[config.mk]
export PLATFORM = sky130hd
export DESIGN_NAME = led_sequencer
export DESIGN_NICKNAME = d
export VERILOG_FILES = /design/src/rtl/led_sequencer.sv
export SDC_FILE = /design/constraint.sdc
export NUM_CORES = 1
export LEC_CHECK = 0
export BUFFER_PORTS_ARGS = -buffer_cell sky130_fd_sc_hd__buf_2
export CAP_MARGIN = 10
export CELL_PAD_IN_SITES_DETAIL_PLACEMENT = 1
export CELL_PAD_IN_SITES_GLOBAL_PLACEMENT = 1
export CORE_ASPECT_RATIO = 0.9
export CORE_MARGIN = 2
export CORE_UTILIZATION = 38
export DETAILED_ROUTE_END_ITERATION = 6
export GPL_TIMING_DRIVEN = 0
export MAX_ROUTING_LAYER = met4
export PLACE_DENSITY_LB_ADDON = 0.1
export SYNTH_ARGS = -nofsm -noshare
export SYNTH_HDL_FRONTEND = slang
export SYNTH_SLANG_ARGS = --single-unit
[constraint.sdc]
create_clock -name clk -period 2.42 [get_ports clk]
set_clock_uncertainty 0.05 [all_clocks]
set_input_delay 0.242 -clock clk [delete_from_list [all_inputs] [get_ports clk]]
set_output_delay 0.242 -clock clk [all_outputs]
set_load 0.005 [all_outputs]
[src/rtl/led_sequencer.sv]
// Six-LED pattern sequencer: four display modes stepped by a prescaler,
// with mode-advance and run/pause buttons.
module led_sequencer #(
  parameter int WAIT_TIME = 13500000
) (
  input  logic       clk,
  input  logic       rst,
  input  logic       btn_mode,
  input  logic       btn_pause,
  output logic [5:0] led,
  output logic [1:0] mode,
  output logic       running,
  output logic       step
);

  typedef enum logic {
    RUN    = 1'b0,
    PAUSED = 1'b1
  } state_t;

  localparam logic [23:0] LAST = 24'(WAIT_TIME - 1);

  state_t      state;
  state_t      state_next;
  logic [23:0] presc;
  logic [5:0]  pattern;
  logic [5:0]  pat_next;
  logic        dir_left;
  logic        dir_next;
  logic        mode_q;
  logic        pause_q;
  logic        mode_edge;
  logic        pause_edge;
  logic        tick;

  function automatic logic [5:0] init_pat(input logic [1:0] m);
    logic [5:0] p;
    unique case (m)
      2'd0:    p = 6'd0;
      2'd1:    p = 6'd63;
      default: p = 6'd1;
    endcase
    return p;
  endfunction

  assign mode_edge  = btn_mode & ~mode_q;
  assign pause_edge = btn_pause & ~pause_q;

  // A button edge in the wrap cycle swallows the tick
  assign tick = (state == RUN) && (presc == LAST)
             && !mode_edge && !pause_edge;

  always_ff @(posedge clk) begin
    if (rst) begin
      state <= RUN;
    end else begin
      state <= state_next;
    end
  end

  always_comb begin
    state_next = state;
    if (pause_edge) begin
      state_next = (state == RUN) ? PAUSED : RUN;
    end
  end

  always_comb begin
    running = (state == RUN);
  end

  always_comb begin
    pat_next = pattern;
    dir_next = dir_left;
    unique case (mode)
      2'd0: pat_next = pattern + 6'd1;
      2'd1: pat_next = pattern - 6'd1;
      2'd2: pat_next = {pattern[4:0], pattern[5]};
      2'd3: begin
        pat_next = dir_left ? (pattern << 1) : (pattern >> 1);
        if (pat_next[5]) begin
          dir_next = 1'b0;
        end else if (pat_next[0]) begin
          dir_next = 1'b1;
        end
      end
      default: pat_next = pattern;
    endcase
  end

  always_ff @(posedge clk) begin
    if (rst) begin
      mode     <= 2'd0;
      pattern  <= 6'd0;
      dir_left <= 1'b1;
      presc    <= 24'd0;
      step     <= 1'b0;
      mode_q   <= 1'b1;
      pause_q  <= 1'b1;
    end else begin
      mode_q  <= btn_mode;
      pause_q <= btn_pause;
      step    <= tick;
      if (mode_edge) begin
        mode     <= mode + 2'd1;
        pattern  <= init_pat(mode + 2'd1);
        dir_left <= 1'b1;
        presc    <= 24'd0;
      end else if (tick) begin
        pattern  <= pat_next;
        dir_left <= dir_next;
        presc    <= 24'd0;
      end else if (state == RUN && !pause_edge) begin
        presc <= presc + 24'd1;
      end
    end
  end

  assign led = ~pattern;

endmodule
Word-level counts from Yosys, hierarchy flattened
Index checks and enable logic that the tools add are counted.
Widths: inputs -> output; s select.
{"block": "op_classes", "addsub": 4, "n_eq_ne": 5, "mux": 8, "bitwise_logic": 6, "n_reduce_logical": 13}
{"operator": "$add 24x1->24 const B", "n": 1}
{"operator": "$eq 24x24->1 const B", "n": 1}
{"operator": "$pmux 6 s4", "n": 1}
{"operator": "$mux 6", "n": 3}
{"operator": "$pmux 6 s2", "n": 1}
{"operator": "$add 6x1->6 const B", "n": 1}
{"operator": "$not 6->6", "n": 1}
{"operator": "$sub 6x1->6 const B", "n": 1}
{"operator": "$eq 2x1->1 const B", "n": 2}
{"operator": "$eq 2x2->1 const B", "n": 2}
{"operator": "$logic_and 1x1->1", "n": 4}
{"operator": "$logic_not 2->1", "n": 2}
{"operator": "$reduce_bool 2->1", "n": 2}
{"operator": "$mux 1", "n": 3}
{"operator": "$not 1->1", "n": 3}
{"operator": "$reduce_and 3->1", "n": 1}
{"operator": "$reduce_or 3->1", "n": 1}
{"operator": "$add 2x1->2 const B", "n": 1}
{"operator": "$and 1x1->1", "n": 2}
{"operator": "$logic_not 1->1", "n": 2}
{"operator": "$reduce_or 2->1", "n": 1}
{"block": "word_totals", "ff_bits": 37, "in_bits": 4, "out_inout_bits": 10, "wordCells": 44}

Logic depth before layout (Yosys ltp)
{"block": "depth", "ltp_word": 7, "depth_mapped": 10, "ltp_nobuf": 9}

Worst setup path before layout
No wires, ideal clock.
{"block": "synth_path", "path_kind": "register to register", "from": "register mode[0]", "to": "register pattern[4]", "setup_ps": 130, "arrival_ps": 1987, "t_required_ps": 2240, "path_slack_ps": 253, "stages_incl_launch_ff": 10, "path_buffers": 1, "synth_period_minus_slack_ps": 2167, "path_cell_list": "dfxtp_1 ha_1 buf_2 xor2_1 ha_1 a21boi_0 o22ai_1 or3_1 a31oi_1 o31ai_1"}
{"block": "synth_between", "elab_chain_len": 4, "word_cells_on_any_way": 11, "classes_between": "add/sub: 1; eq/ne: 4; mux: 4; reduce/logical: 2"}
{"item": "from (decl)", "line": "11", "text": "output logic [1:0] mode,"}
{"item": "from (signal assigned)", "line": "105", "text": "mode <= mode + 2'd1;"}
{"item": "$add 2x1->2, or another cell as far along", "line": "106", "text": "pattern <= init_pat(mode + 2'd1);"}
{"item": "$eq 2x1->1, or another cell as far along", "line": "38", "text": "unique case (m)"}
{"item": "$pmux 6 s2 or $mux 6 (tied branches)", "line": "38, 109"}
{"item": "$mux 6 (*)", "line": "104", "text": "if (mode_edge) begin"}
{"item": "to (signal assigned)", "line": "106"}
{"item": "to (signal assigned)", "line": "110", "text": "pattern <= pat_next;"}
{"item": "to (decl)", "line": "26", "text": "logic [5:0] pattern;"}
Mark *: on every way between the ends. The rest lies on a longest branch, timed or not. The select of a mux whose other input is x is not followed.
A chain may end at the register's enable or synchronous reset.

Final worst setup path
{"block": "layout_path", "from": "register mode[1]", "to": "register pattern[4]"}
Same word-level chain as after synthesis.

==> results.json <==
{
  "dieArea_sq_um": 6420,
  "leakagePower_nw": 0.894,
  "routedWlPerCell_microns": 15.9,
  "ctsHtreeMaxLevel": 2,
  "ios": 14,
  "timing.rr.end": "pattern[4]",
  "ir_drop_v": 0.000365,
  "ys.flop_type": "dfxtp_1",
  "die_y_microns": 76.2,
  "drt.antenna.violating_nets": 0,
  "io_buffers": 13,
  "synth_nets": 277,
  "yosysUniqueCellTypes": 52,
  "antenna_found_initial": 0,
  "multi_input_area_sq_um": 1350,
  "cp_max_fo": 10,
  "outcome": "finished clean",
  "r2r-start": "mode[1]",
  "drt-initial-drc-count": 111,
  "grt_overflow": 0,
  "die_w_microns": 84.3,
  "critPathCaptureType": "flop",
  "ys_ff_latch": 37,
  "routed_wl_microns": 5670,
  "vias": 1957,
  "antennaDiodeCount": 0,
  "critPathRequiredTime_ps": 2530,
  "hold_path_end": "mode_q",
  "slew_headroom_pct": 49.9,
  "cts_root_buf": "clkbuf_8",
  "finalPower_mw": 1.19,
  "seq_area_sq_um": 743,
  "syn_inst": 265,
  "viasPerCell": 5.50,
  "avgSynthCellArea_sq_um": 8.31,
  "critPathKind": "reg -> reg",
  "start_kind": "flop",
  "synth-edff-count": 0,
  "min_period_over_period_pct": 91.7,
  "fin_cells": 356,
  "netlist_area_sq_um": 2200,
  "rows": 26,
  "drv_slew": 0,
  "grt_pass1_vias": 1899,
  "rsz0062_at_grt": "false",
  "whs_ps": 122,
  "cts_tree": "built",
  "hold_start": "btn_mode",
  "hold_violations": 0,
  "dp_cells": 348,
  "nNetsFinal": 297,
  "maxCapViolCount": 0,
  "cts.path.max_buffers": 2,
  "max_slew.worst_pin.slew_ps": 745,
  "cts_setup_buffers": 0,
  "gp_congestion": 0.813,
  "tns_ps": 0,
  "grt_start_max_net_pins": 12,
  "hold_path_class": "in -> reg",
  "worstRegToRegCells": 10,
  "setup_viol_count_final": 0,
  "clk_pin_slew_ps": 70,
  "grt_pass1_wl_microns": 9650,
  "area_growth_pct": 11.7,
  "postSynth.asyncResetShare_pct": 0,
  "holdPathStages": 2,
  "reg2reg_slack_ps": 200,
  "synth-seq-area-share_pct": 33.6,
  "maxClockFrequency_ghz": 0.450,
  "clk_latency_ps": 290,
  "fillers": 699,
  "place_area_sq_um": 2360,
  "crit_arrival_ps": 2330,
  "synth_warnings": 0,
  "track_usage_pct": 19.0,
  "cts_num_sinks": 37,
  "finalCriticalPeriod_ps": 2220,
  "cts_buffers": 5,
  "fin_area_sq_um": 2460,
  "core_area_sq_um": 5630,
  "layout-drive-gt1-share_pct": 14.3,
  "first_pass_iters": 4,
  "powerDensity_nw_per_um2": 484,
  "drc": 0,
  "initial_core_util_pct": 39.2,
  "hpwl_microns": 4270
}
layout by cell type, fill, tap and decap left out, types with 4 or more instances in the layout:
cell      Yosys  layout
nand2_1      15      15
nor3_1        4       4
xnor2_1      21      21
o21ai_0       4       4
nor2_1       35      35
clkbuf_8      0       5
nor4_1       14      14
or3_1         4       4
buf_2         6      18
ha_1          8       7
nand4_1       6       6
dfxtp_1      37      35
nor2b_1       4       4
xor2_1       10      10
nand3_1      10      10
inv_1        15      14
clkbuf_1      8       8
and3_1        5       5
o21ai_1       4       4
a21oi_1       9       9
power by group:
part	switching [mW]	total, mW	internal (mW)	leakage [nW]
Sequential	0.0146	0.637	0.622	0.301
Combinational	0.0809	0.140	0.0589	0.549
Clock	0.215	0.415	0.200	0.0450
Total	0.311	1.19	0.881	0.894
worst max-delay path by stage:
| stage | startpoint | end | slack [ps] | cells past startpoint |
|---|---|---|---|---|
| floorplan | mode[0] | pattern[4] | 250 | 9 |
| global route | mode[0] | pattern[5] | 6 | 7 |
| finish | mode[1] | pattern[4] | 200 | 10 |
| CTS | mode[1] | pattern[4] | 9 | 10 |
| global placement | mode[0] | pattern[4] | 40 | 9 |
| detailed placement | mode[0] | pattern[4] | -20 | 9 |
registers in the layout (all words and copies together) (netlist names):
signal	cells
mode_q	1
pause_q	1
mode	2
dir_left	1
step	1
pattern	6
state	1
presc	24
critical path, stage by stage (launching register included):
cell and delay (ps):
dfxtp_2 380, inv_2 80, ha_4 170, buf_6 140, xor2_1 140, ha_1 190
a21boi_0 190, o22ai_1 110, or3_1 390, a31oi_1 180, o31ai_1 80
logic make-up after synthesis:
logic type / share of synthesized area (%)
multiplexers: 1.36
AO/OA/AOI/OAI: 12.4
XOR/XNOR: 12.3
buffers and inverters: 5.79
AND/OR/NAND/NOR: 29.9
flip-flops: 33.6
adder cells (fa/ha/maj): 4.54
cell type report:
cell class / count / share of cell area [%]
Timing Repair Buffer: 13 / 2.64
Tap cell: 70 / 3.56
Inverter: 15 / 2.29
Multi-Input combinational cell: 198 / 54.8
Buffer: 15 / 3.20
Clock buffer: 6 / 2.95
Sequential cell: 37 / 30.2
Clock inverter: 2 / 0.407
per-stage QoR:
stage | worst slack [ps] | util (%)
2_1_floorplan | 253 | -
3_3_place_gp | 40.9 | 41.9
3_5_place_dp | -18.1 | 41.9
4_1_cts | 8.67 | 43.4
5_1_grt | 5.58 | 43.7
6_report | 200 | 43.7
Yosys cell counts, drive strengths merged, types with 4 or more instances:
| library cell | count | share of area, % |
|---|---|---|
| ha | 8 | 4.5 |
| nand2 | 15 | 2.6 |
| nand4 | 6 | 1.7 |
| nor3 | 4 | 0.91 |
| nand3 | 10 | 2.3 |
| dfxtp | 37 | 34 |
| inv | 15 | 2.6 |
| xnor2 | 21 | 8.3 |
| nor2 | 35 | 6.0 |
| xor2 | 10 | 4.0 |
| nor4 | 15 | 4.9 |
| nor2b | 4 | 1.1 |
| a21oi | 9 | 2.0 |
| buf | 7 | 1.9 |
| o21ai | 8 | 1.8 |
| and3 | 5 | 1.4 |
| and4 | 4 | 1.8 |
| clkbuf | 8 | 1.4 |
| or3 | 4 | 1.1 |
metal layers:
layer,GRT usage (%),up-vias,share of wire (%)
li1,-,974,-
met1,28.3,956,55
met2,26.3,20,42
met3,3.36,7,2.4
met4,5.16,0,0.95
met5,-,-,0
timing repair:
item	CTS	global route
pin swaps	0	0
hold buffers	0	0
endpoints found under the hold margin	0	0
setup endpoints to repair	1	2
resized for setup	2	7
Note: power is estimated with default switching activity, not from simulation.
